<file path="config.mk">
export PLATFORM = sky130hd
export DESIGN_NAME = vc_arbiter_flat
export DESIGN_NICKNAME = d
export VERILOG_FILES = /design/src/rtl/vc_arbiter_if.sv /design/src/rtl/vc_arbiter.sv /design/src/flat_wrapper.sv
export SDC_FILE = /design/constraint.sdc
export NUM_CORES = 1
export LEC_CHECK = 0
export CORE_ASPECT_RATIO = 0.9
export CORE_MARGIN = 8
export CORE_UTILIZATION = 25
export CTS_CLUSTER_DIAMETER = 120
export DETAILED_ROUTE_END_ITERATION = 6
export GPL_TIMING_DRIVEN = 0
export PLACE_DENSITY = 0.6
export SLEW_MARGIN = 5
export SYNTH_ARGS = -nofsm -noshare
export SYNTH_HDL_FRONTEND = slang
export SYNTH_SLANG_ARGS = --single-unit
</file>
<file path="constraint.sdc">
create_clock -name clk -period 2 [get_ports clk]
set_input_delay 0.2 -clock clk [delete_from_list [all_inputs] [get_ports clk]]
set_output_delay 0.2 -clock clk [all_outputs]
set_load 0.01 [all_outputs]
</file>
<file path="src/rtl/vc_arbiter_if.sv">
// vc_arbiter_if
//   Handshake bundle between the vc_arbiter and the FIFOs around it.
//   master : arbiter side (drives pops, destination push and data).
//   slave  : FIFO side (drives VC data/empty and destination almost_full).
// Signals:
//   vc0_data/vc1_data   VC FIFO data_out
//   vc0_empty/vc1_empty VC FIFO empty flags
//   vc0_pop/vc1_pop     pop strobes to the VC FIFOs
//   d_almost_full[3:0]  almost_full of destination FIFOs 0..3
//   d_push[3:0]         one-hot push strobe to destination FIFOs
//   d_data              word driven to all destination FIFOs
interface vc_arbiter_if #(
    parameter int DATA_W = 12
);
    logic [DATA_W-1:0] vc0_data;
    logic              vc0_empty;
    logic              vc0_pop;
    logic [DATA_W-1:0] vc1_data;
    logic              vc1_empty;
    logic              vc1_pop;
    logic [3:0]        d_almost_full;
    logic [3:0]        d_push;
    logic [DATA_W-1:0] d_data;

    modport master (
        input  vc0_data, vc0_empty, vc1_data, vc1_empty, d_almost_full,
        output vc0_pop, vc1_pop, d_push, d_data
    );

    modport slave (
        output vc0_data, vc0_empty, vc1_data, vc1_empty, d_almost_full,
        input  vc0_pop, vc1_pop, d_push, d_data
    );
endinterface

</file>
<file path="src/rtl/vc_arbiter.sv">
// vc_arbiter
//   Dequeue/routing stage behind the two virtual-channel FIFOs. Pops one
//   word from a non-empty VC, holds it, decodes the 2-bit destination field
//   and pushes it into the selected destination FIFO once that FIFO is not
//   almost full. Sequenced by the same one-hot layer control bus as the FIFOs.
// Ports:
//   clk    in   rising-edge clock
//   reset  in   asynchronous active-low reset
//   state  in   one-hot control: 0001 soft reset, 0010 init, 0100 idle,
//               1000 active (only active allows new grants)
//   bus    master modport of vc_arbiter_if (VC pops, destination pushes)
//   busy   out  high whenever the FSM is outside ARB
// Configuration:
//   VC_ARB_STRICT_PRIO_EN  defined: VC0 always wins when non-empty.
//                          undefined: round-robin between VC0 and VC1.
// Timing: grant at edge k, pop high k..k+1, capture at k+2, push at k+3
// when the destination is free; the next grant can happen at k+4.
module vc_arbiter #(
    parameter int DATA_W   = 12,
    parameter int DEST_LSB = 10
) (
    input  logic         clk,
    input  logic         reset,
    input  logic [3:0]   state,
    vc_arbiter_if.master bus,
    output logic         busy
);

    typedef enum logic [1:0] {
        ARB,
        WAIT,
        CAP,
        SEND
    } fsm_t;

    fsm_t              fsm;
    logic [DATA_W-1:0] hold;
    logic              sel;        // 0: VC0, 1: VC1
`ifndef VC_ARB_STRICT_PRIO_EN
    logic              ptr;        // VC that gets first chance at the next grant
`endif

    logic       soft_rst;
    logic       active;
    logic       eligible;
    logic       grant_vc1;
    logic [1:0] dest;
    logic       dest_free;

    assign soft_rst = (state == 4'b0001);
    assign active   = (state == 4'b1000);
    assign eligible = active && !(bus.vc0_empty && bus.vc1_empty);

    // Only meaningful when eligible: picks VC1 when it has priority and
    // words, or when VC0 has nothing to offer.
    always_comb begin
        grant_vc1 = 1'b0;
`ifdef VC_ARB_STRICT_PRIO_EN
        grant_vc1 = bus.vc0_empty;
`else
        if (ptr) grant_vc1 = !bus.vc1_empty;
        else     grant_vc1 = bus.vc0_empty;
`endif
    end

    assign dest      = hold[DEST_LSB +: 2];
    assign dest_free = !bus.d_almost_full[dest];

    always_ff @(posedge clk or negedge reset) begin
        if (!reset) begin
            fsm         <= ARB;
            hold        <= '0;
            sel         <= 1'b0;
`ifndef VC_ARB_STRICT_PRIO_EN
            ptr         <= 1'b0;
`endif
            bus.vc0_pop <= 1'b0;
            bus.vc1_pop <= 1'b0;
            bus.d_push  <= '0;
            bus.d_data  <= '0;
            busy        <= 1'b0;
        end else if (soft_rst) begin
            fsm         <= ARB;
            hold        <= '0;
            sel         <= 1'b0;
`ifndef VC_ARB_STRICT_PRIO_EN
            ptr         <= 1'b0;
`endif
            bus.vc0_pop <= 1'b0;
            bus.vc1_pop <= 1'b0;
            bus.d_push  <= '0;
            bus.d_data  <= '0;
            busy        <= 1'b0;
        end else begin
            // Strobes are single-cycle by default; d_data keeps its value.
            bus.vc0_pop <= 1'b0;
            bus.vc1_pop <= 1'b0;
            bus.d_push  <= '0;
            case (fsm)
                ARB: begin
                    if (eligible) begin
                        bus.vc0_pop <= !grant_vc1;
                        bus.vc1_pop <= grant_vc1;
                        sel         <= grant_vc1;
                        fsm         <= WAIT;
                        busy        <= 1'b1;
                    end
                end
                WAIT: begin
                    // FIFO presents the popped word on data_out at this edge.
                    fsm <= CAP;
                end
                CAP: begin
                    hold <= sel ? bus.vc1_data : bus.vc0_data;
                    fsm  <= SEND;
                end
                SEND: begin
                    if (dest_free) begin
                        bus.d_data <= hold;
                        bus.d_push <= 4'b0001 << dest;
`ifndef VC_ARB_STRICT_PRIO_EN
                        ptr        <= ~sel;
`endif
                        fsm        <= ARB;
                        busy       <= 1'b0;
                    end
                end
                default: begin
                    fsm  <= ARB;
                    busy <= 1'b0;
                end
            endcase
        end
    end

endmodule

</file>
<file path="src/flat_wrapper.sv">
// flat-port wrapper written by rule: the top's interface ports become plain ports
module vc_arbiter_flat 
#(
    parameter int DATA_W   = 12,
    parameter int DEST_LSB = 10
)
  (clk, reset, state, busy, bus_vc0_data, bus_vc0_empty, bus_vc1_data, bus_vc1_empty, bus_d_almost_full, bus_vc0_pop, bus_vc1_pop, bus_d_push, bus_d_data);
  vc_arbiter_if #(.DATA_W(DATA_W)) bus_i ();
  input  logic clk;
  input  logic reset;
  input  logic [3:0] state;
  output logic busy;
  input wire logic [$bits(bus_i.vc0_data)-1:0] bus_vc0_data;
  input wire logic [$bits(bus_i.vc0_empty)-1:0] bus_vc0_empty;
  input wire logic [$bits(bus_i.vc1_data)-1:0] bus_vc1_data;
  input wire logic [$bits(bus_i.vc1_empty)-1:0] bus_vc1_empty;
  input wire logic [$bits(bus_i.d_almost_full)-1:0] bus_d_almost_full;
  output wire logic [$bits(bus_i.vc0_pop)-1:0] bus_vc0_pop;
  output wire logic [$bits(bus_i.vc1_pop)-1:0] bus_vc1_pop;
  output wire logic [$bits(bus_i.d_push)-1:0] bus_d_push;
  output wire logic [$bits(bus_i.d_data)-1:0] bus_d_data;
  assign bus_i.vc0_data = bus_vc0_data;
  assign bus_i.vc0_empty = bus_vc0_empty;
  assign bus_i.vc1_data = bus_vc1_data;
  assign bus_i.vc1_empty = bus_vc1_empty;
  assign bus_i.d_almost_full = bus_d_almost_full;
  assign bus_vc0_pop = bus_i.vc0_pop;
  assign bus_vc1_pop = bus_i.vc1_pop;
  assign bus_d_push = bus_i.d_push;
  assign bus_d_data = bus_i.d_data;
  vc_arbiter #(.DATA_W(DATA_W), .DEST_LSB(DEST_LSB)) u_core (.clk(clk), .reset(reset), .state(state), .bus(bus_i), .busy(busy));
endmodule
</file>
---- Yosys cells after proc, flatten, opt, wreduce, memory -nomap -nowiden ----
Cells that the tools add are included.
word-level totals
  register bits after elaboration ......... 35
  output and inout port bits .............. 19
operators by class
  $lt $le $gt $ge ......................... 1
  equality and inequality tests ........... 8
  shifts and indexed selects .............. 1
  muxes and demuxes ....................... 32
  bitwise gates (word level) .............. 1
  reductions and logical operators ........ 15
operators with widths
  cell                 count
  $mux 12              6
  $mux 1               17
  $mux 4               3
  $pmux 2 s4           1
  $reduce_bool 2->1    4
  $mux 2               3
  $reduce_and 2->1     3
  $eq 2x2->1 const B   2
  $eq 4x1->1 const B   1
  $eq 4x4->1 const B   1
  $shl 1x2->4 const A  1
  $logic_not 1->1      3
  $lt 2x3->1 const B   1
  $ne 3x1->1 const B   1
  $ne 3x2->1 const B   1
  $reduce_and 3->1     1
  $reduce_bool 3->1    1
  $bmux 1 s2           1
  $eq 2x1->1 const B   1
  $logic_and 1x1->1    2
  $logic_not 2->1      1
  $ne 2x1->1 const B   1
  $pmux 1 s2           1
  $not 1->1            1

---- Depth between registers and ports, before layout ----
Gate-level depths: netlist (run 1).
  depth in word-level cells ............... 6
  gate-level depth with buffers ........... 6
  depth with buffers taken out ............ 5

---- Worst setup path after synthesis (run 1) ----
No wires, ideal clock.
  kind .................................... reg2reg
  from .................................... reg u_core.hold[10]
  to ...................................... reg u_core.ptr
  data arrival time ....................... 1444 ps
  data required time ...................... 1851 ps
  path slack .............................. 407 ps
  stages on the path, launching flop included .. 7
  buffers on the path ..................... 2
  path through ............................ dfrtp_1 -> mux4_2 -> nand2b_4 -> buf_6 -> buf_6 -> nand3_1 -> o31ai_1
on the way
  longest elaborated chain between the ends .. 4
RTL lines
  item                               RTL line           source
  start, declared                    vc_arbiter.sv:37   logic [DATA_W-1:0] hold;
  start signal, assigned             vc_arbiter.sv:114  hold <= sel ? bus.vc1_data : bus.vc0_data;
  $bmux 1 s2                         vc_arbiter.sv:67   assign dest_free = !bus.d_almost_full[dest];
  $mux 1 (not written as such)       vc_arbiter.sv:67
  $ne 2x1->1 (no source line)        n/a
  $reduce_and 2->1 (no source line)  n/a
  end signal, assigned               vc_arbiter.sv:122  ptr <= ~sel;
  end, declared                      vc_arbiter.sv:40   logic ptr;
Every way passes these cells. The select of a mux whose other input is x is not followed.
A chain may end at the register's enable or synchronous reset.

---- Final worst setup path (run 1) ----
  from .................................... reg u_core.hold[10]
  to ...................................... reg u_core.bus.d_push[2]
on the way
  longest elaborated chain between the ends .. 5
  elaborated cells on any way between the ends .. 6
  those cells by class .................... 1 x shift; 5 x mux
RTL lines
  item                          RTL line             source
  $bmux 1 s2                    vc_arbiter.sv:67
  $mux 1 (not written as such)  vc_arbiter.sv:67
  $mux 4 (*)                    vc_arbiter.sv:118    if (dest_free) begin
  $mux 4 (*)                    vc_arbiter.sv:99     case (fsm)
  $mux 4 (*)                    vc_arbiter.sv:82     end else if (soft_rst) begin
  end signal, assigned          vc_arbiter.sv:120    bus.d_push <= 4'b0001 << dest;
  end, declared                 vc_arbiter_if.sv:27  output vc0_pop, vc1_pop, d_push, d_data
Mark *: on every way between the ends. The rest lies on a longest branch, timed or not. The select of a mux whose other input is x is not followed.

==> impl_summary.log, run 1 <==
[metrics] outcome: finished, violations left
[metrics] violated checks: hold timing
[metrics] IR drop worst, VDD: 0.311 mV
[metrics] R2R depth: 5
[metrics] Clock Latency Late Sink: 0.29 ns
[metrics] internal portion of total power: 2.01 mW
[metrics] Std-Cell Core Area: 6480 um^2
[metrics] gate count after technology mapping: 155
[metrics] I/O pin cnt: 55
[metrics] part of the total power dissipated in sequential elements: 37.6%
[metrics] CTS tree: built
[metrics] count of max-cap constraint violations: 0
[metrics] P_sw: 1.08 mW
[metrics] switching power share of the total: 34.9%
[metrics] crit path cell chain: mux4_2, nand2b_4, buf_6, buf_6, nor4_1
[metrics] Async SR Flop Fraction: 100%
[metrics] Detailed Place HPWL: 3300 um
[metrics] minimum clock period after layout: 1.71 ns
[metrics] worst hold slack: -0.00795 ns
[metrics] Synth warnings: 0
[metrics] final critical-path share of the clock period: 85.7%
[metrics] remaining antenna violation count: 0
[metrics] FF-to-FF End: u_core.bus.d_push[2]
[metrics] crit path from: u_core.hold[10]
[metrics] number of nets in the finished design: 255
[metrics] Non-Filler Cell Area, Final: 2400 um^2
[metrics] tightest slew margin relative to the limit: 47.2%
[metrics] proportion of layout cells with a drive suffix above 1: 9.22%
[metrics] relative contribution of the clock network to total power: 18.1%
[metrics] Filler Cell Count: 653
[metrics] number of violations reported at the end of detailed-routing iteration 0: 91
[metrics] clock slew at reported path FFs: 0.07 ns
[metrics] CP Class: register to register
[metrics] Avg WL per Cell: 14.4 um
[metrics] Die X: 102 um
[metrics] sum of negative setup slack: 0 ns
[metrics] maximum clock insertion buffer count: 2
[metrics] Design Power: 3.09 mW
[metrics] cell types with the largest area share after synthesis: dfrtp_1, mux2i_1, nand2_1
[metrics] cell area after placement: 2290 um^2
[metrics] setup repair after global routing missed its margin: no
[metrics] crit path max fanout: 10
[metrics] sequential area share after synthesis: 53.2%
[metrics] total standard cell area after synthesis: 1650 um^2
[metrics] top library cells by usage in the layout, fill and taps aside: clkdlybuf4s50_1, dfrtp_1, nand2_1, nor2_1, mux2i_1
[metrics] slowest library cell on the worst path: mux4_2
[metrics] combinational cell fraction of total power: 44.3%
[metrics] Vias: 1338
[metrics] average vias per placed instance: 4.36
[metrics] Critical Path Stages: 5
[metrics] Slowest Stage Delay on Critical Path: 0.57 ns
[metrics] # DRC: 0
[metrics] area fraction of the dominant cell type after synthesis: 53.2%
[metrics] final hold violations: 11
[metrics] Placer Congestion: 0.737
[metrics] leakage power: 1.00 nW
[metrics] final count of pins violating max slew: 0
[metrics] pin slew with the least headroom to its limit: 0.792 ns
[metrics] Root Buffer Master: clkbuf_8
[metrics] number of optimization iterations in the first detailed-route pass: 4
[metrics] top cell type by total area after synthesis: dfrtp_1
[metrics] Inserted Diodes: 0
[metrics] areal power density over the cells: 1290 nW/um^2
[metrics] number of rows created at floorplan: 28
[metrics] number of clock sinks: 35
[metrics] source of the worst register-to-register timing path: u_core.hold[10]
[metrics] GRT overflow: 0
[metrics] Top FF cell, synth: dfrtp_1
[metrics] net count after synthesis: 194
[metrics] classification of the worst-slack hold path: input pin to async pin
[metrics] level count of the clock H-tree: 2
[metrics] Critical Path Source Type: register
[metrics] initial antenna violation count: 0
[metrics] highest achievable clock rate: 584 MHz
[metrics] sequential cell area in the final layout: 876 um^2
[metrics] port bufs: 54
[metrics] buffer and inverter count on the worst path: 2
[metrics] maximum number of pins on one net before global-route repair: 36
[metrics] kind of end point of the critical path: register
[metrics] wire length of the first global-routing pass: 7200 um
[metrics] arrival time at the worst endpoint: 1.90 ns
[metrics] post-synthesis sequential element count: 35
[metrics] Die Outline Area: 9440 um^2
[metrics] flop-to-flop setup slack: 0.29 ns
[metrics] Num CTS Buffers: 5
[metrics] combined area of the multi-input logic cells: 681 um^2
[metrics] Finish-stage setup viols: 0
[metrics] syn avg cell area: 10.6 um^2
[metrics] Total Routed Length: 4410 um
[metrics] number of global-route vias before repair: 1436
[metrics] most common cell type on the critical path: buf_6
[metrics] starting density of the core: 25.4%
[metrics] required time at the worst-slack endpoint: 2.18 ns
[metrics] height of the chip: 93.0 um
[metrics] number of enable-type register cells in the synthesized netlist: 0
[metrics] count of unique library cells instantiated by Yosys: 27
[metrics] GRT Total Usage: 10.0%
[metrics] post-synthesis to final-layout area growth: 46.0%
[metrics] Crit path max-delay family: multiplexers
[metrics] post-route clock skew: 0.00743 ns
[metrics] most common library cell in the layout ignoring fill and taps: clkdlybuf4s50_1
## flip-flops by register name, indices dropped and copies added, names as in the netlist
signal	count
u_core.bus.d_push	4
u_core.bus.vc0_pop	1
u_core.sel	1
u_core.hold	12
u_core.bus.vc1_pop	1
u_core.bus.d_data	12
u_core.ptr	1
u_core.fsm	2
u_core.busy	1
## worst register-to-register path, cell delays in order (launching register included)
cell and delay, ns:
dfrtp_1 0.43, mux4_2 0.57, nand2b_4 0.16, buf_6 0.13
buf_6 0.14, nor4_1 0.18
## final cells by class
class | instances | area share [%]
Clock buffer | 8 | 4.17
Tap cell | 90 | 4.69
Multi-Input combinational cell | 103 | 28.3
Buffer | 11 | 3.13
Inverter | 6 | 0.938
Timing Repair Buffer | 54 | 22.3
Sequential cell | 35 | 36.5
## power groups by stage
stage | Combinational (mW) | Sequential (mW) | Clock, mW
floorplan | 0.817 | 1.20 | 0
global placement | 1.36 | 1.17 | 0
detailed placement | 1.39 | 1.18 | 0
CTS | 1.39 | 1.16 | 0.577
global route | 1.53 | 1.20 | 0.611
finish | 1.37 | 1.16 | 0.560
## cells in the mapped netlist (2+ instances only)
cell / instances
a211oi_1: 12
a21oi_1: 11
buf_6: 4
clkbuf_1: 6
dfrtp_1: 35
ha_1: 3
inv_1: 6
mux2i_1: 14
nand2_1: 28
nand3_1: 3
nor2_1: 14
nor4_1: 2
nor4b_2: 2
o2111a_1: 2
## worst max-delay path by stage
| stage | to | slack [ns] |
|---|---|---|
| detailed placement | u_core.bus.d_data[9] | -0.29 |
| floorplan | u_core.ptr | 0.41 |
| global placement | u_core.hold[8] | -0.29 |
| CTS | u_core.bus.d_data[9] | 0.02 |
| finish | u_core.bus.d_push[2] | 0.29 |
| global route | u_core.hold[6] | 0.1 |
## per-stage QoR
| step | cells | utilization [%] | setup slack (ns) | hold slack [ns] |
|---|---|---|---|---|
| detailed placement | 299 | 35.4 | -0.288 | 0.332 |
| global route | 307 | 37.1 | 0.0973 | 0.0552 |
| floorplan | 155 | - | 0.407 | -0.0956 |
| global placement | 299 | 35.5 | -0.291 | 0.497 |
| CTS | 307 | 36.9 | 0.0211 | 0.0142 |
| finish | 307 | 37.1 | 0.287 | -0.00795 |
## what timing repair did
item	in CTS	in global routing
buffers inserted	0	0
resized for setup	0	1
setup endpoints to repair	0	20
hold buffers	0	0
## routing by layer
metal	share of wire [%]	GRT usage (%)	vias up
met5	0	0	-
met4	2.4	6.32	0
met3	5.2	2.25	7
met2	47	15.4	37
met1	46	12.5	634
li1	-	-	660
## cells by family (layout without fill, tap and decap cells)
| kind of cell | after synthesis | count (layout) | share of synthesized area [%] |
|---|---|---|---|
| compound gates | 31 | 31 | 12.9 |
| buf+inv | 17 | 79 | 5.93 |
| mux | 15 | 15 | 9.89 |
| simple gates | 54 | 54 | 15.8 |
| fa+ha+maj | 3 | 3 | 2.28 |
| flops | 35 | 35 | 53.2 |
(Power assumes the default switching activity.)
==> run 2: changes to the inputs <==
--- a/config.mk
+++ b/config.mk
@@ -11,7 +11,7 @@
 export CTS_CLUSTER_DIAMETER = 120
 export DETAILED_ROUTE_END_ITERATION = 6
 export GPL_TIMING_DRIVEN = 0
-export PLACE_DENSITY = 0.6
+export PLACE_DENSITY_LB_ADDON = 0.25
 export SLEW_MARGIN = 5
 export SYNTH_ARGS = -nofsm -noshare
 export SYNTH_HDL_FRONTEND = slang
==> impl_summary.log, run 2 (same netlist as run 1, synthesis figures left out) <==
[metrics] GRT Total Usage: 10.0%
[metrics] starting density of the core: 25.4%
[metrics] Filler Cell Count: 664
[metrics] crit path max fanout: 10
[metrics] Vias: 1309
[metrics] outcome: finished, violations left
[metrics] Clock Latency Late Sink: 0.29 ns
[metrics] worst hold slack: -0.0136 ns
[metrics] pin slew with the least headroom to its limit: 0.799 ns
[metrics] final count of pins violating max slew: 0
[metrics] R2R depth: 6
[metrics] GRT overflow: 0
[metrics] number of global-route vias before repair: 1423
[metrics] Avg WL per Cell: 14.2 um
[metrics] final critical-path share of the clock period: 88.0%
[metrics] Placer Congestion: 0.758
[metrics] Post-CTS Resized: 1
[metrics] Inserted Diodes: 0
[metrics] Num CTS Buffers: 5
[metrics] Root Buffer Master: clkbuf_8
[metrics] IR drop worst, VDD: 0.356 mV
[metrics] final hold violations: 10
[metrics] FF-to-FF End: u_core.ptr
[metrics] classification of the worst-slack hold path: input pin to async pin
[metrics] required time at the worst-slack endpoint: 2.14 ns
[metrics] Die Outline Area: 9440 um^2
[metrics] flop-to-flop setup slack: 0.25 ns
[metrics] violated checks: hold timing
[metrics] height of the chip: 93.0 um
[metrics] post-synthesis to final-layout area growth: 44.3%
[metrics] P_sw: 1.07 mW
[metrics] average vias per placed instance: 4.29
[metrics] Finish-stage setup viols: 0
[metrics] kind of end point of the critical path: register
[metrics] relative contribution of the clock network to total power: 15.6%
[metrics] top library cells by usage in the layout, fill and taps aside: clkdlybuf4s50_1, dfrtp_1, nand2_1, nor2_1, mux2i_1
[metrics] Inst Count DP: 299
[metrics] port bufs: 54
[metrics] post-layout instance count excluding filler cells: 305
[metrics] # DRC: 0
[metrics] internal portion of total power: 1.93 mW
[metrics] minimum clock period after layout: 1.76 ns
[metrics] Std-Cell Core Area: 6480 um^2
[metrics] count of max-cap constraint violations: 0
[metrics] leakage power: 0.989 nW
[metrics] number of violations reported at the end of detailed-routing iteration 0: 46
[metrics] number of optimization iterations in the first detailed-route pass: 6
[metrics] CTS tree: built
[metrics] combinational cell fraction of total power: 45.5%
[metrics] switching power share of the total: 35.7%
[metrics] post-route clock skew: 0.00534 ns
[metrics] maximum clock insertion buffer count: 2
[metrics] CP Class: input pin to register
[metrics] part of the total power dissipated in sequential elements: 38.9%
[metrics] Total Routed Length: 4320 um
[metrics] Critical Path Source Type: input pin
[metrics] I/O pin cnt: 55
[metrics] level count of the clock H-tree: 2
[metrics] number of clock sinks: 35
[metrics] highest achievable clock rate: 568 MHz
[metrics] proportion of layout cells with a drive suffix above 1: 8.37%
[metrics] initial antenna violation count: 0
[metrics] Non-Filler Cell Area, Final: 2370 um^2
[metrics] Detailed Place HPWL: 3170 um
[metrics] CTS Hold Bufs: 0
[metrics] number of nets in the finished design: 255
[metrics] worst-case setup slack after placement: -0.374 ns
[metrics] arrival time at the worst endpoint: 1.90 ns
[metrics] cell area after placement: 2290 um^2
[metrics] count of buffers added by post-CTS timing repair for setup: 0
[metrics] source of the worst register-to-register timing path: u_core.hold[10]
[metrics] tightest slew margin relative to the limit: 46.7%
[metrics] clock slew at reported path FFs: 0.06 ns
[metrics] registers with the most flip-flops: u_core.bus.d_data: 12 flops, u_core.hold: 12 flops, u_core.bus.d_push: 4 flops
[metrics] setup repair after global routing missed its margin: no
[metrics] most common library cell in the layout ignoring fill and taps: clkdlybuf4s50_1
[metrics] number of rows created at floorplan: 28
[metrics] slack of the critical path: 0.241 ns
[metrics] maximum number of pins on one net before global-route repair: 36
[metrics] crit path from: state[1]
[metrics] post-layout utilization of the core: 36.6%
[metrics] areal power density over the cells: 1260 nW/um^2
[metrics] Die X: 102 um
[metrics] wire length of the first global-routing pass: 7060 um
[metrics] remaining antenna violation count: 0
==> run 2: cell types whose count changed in the layout (fill, tap and decap cells not counted) <==
cell	before	now
clkbuf_8	7	5
==> run 2: cell type report <==
type                            instances  area (um^2)  area share, %
Timing Repair Buffer                   54          536           22.6
Buffer                                 11         75.1           3.16
Sequential cell                        35          876           36.9
Inverter                                6         22.5          0.948
Multi-Input combinational cell        103          681           28.7
Clock buffer                            6         72.6           3.06
Tap cell                               90          113           4.74
==> run 2: per-layer routing <==
layer | global-route usage, % | vias to the layer above | share of wire (%)
met5 | 0 | - | 0
met4 | 7.06 | 0 | 2.7
met3 | 2.62 | 8 | 4.7
met2 | 15.0 | 32 | 46
met1 | 12.3 | 611 | 46
li1 | - | 658 | -
==> run 2: stage by stage <==
stage / TNS, ns / total power, mW
2_1_floorplan: 0 / 2.02
3_3_place_gp: -10.33 / 2.56
3_5_place_dp: -6.78 / 2.58
4_1_cts: 0 / 3.06
5_1_grt: 0 / 3.26
6_report: 0 / 3.00
==> run 2: power groups by stage <==
stage	clock [mW]	combinational (mW)	sequential, mW
after floorplan	0	0.817	1.20
after CTS	0.492	1.40	1.17
final	0.469	1.37	1.17
after detailed placement	0	1.39	1.18
after global placement	0	1.38	1.18
after global routing	0.520	1.53	1.20
==> run 2: worst max path at each step <==
stage	endpoint	slack, ns
6_report	u_core.hold[11]	0.24
4_1_cts	u_core.hold[11]	0.21
3_3_place_gp	u_core.hold[8]	-0.33
2_1_floorplan	u_core.ptr	0.41
5_1_grt	u_core.hold[8]	0.08
3_5_place_dp	u_core.hold[11]	-0.37
==> run 2: worst max-delay path: stages <==
cell and delay [ns]:
clkdlybuf4s50_1 0.48, nor4b_4 0.64, clkbuf_1 0.48, a211oi_1 0.10
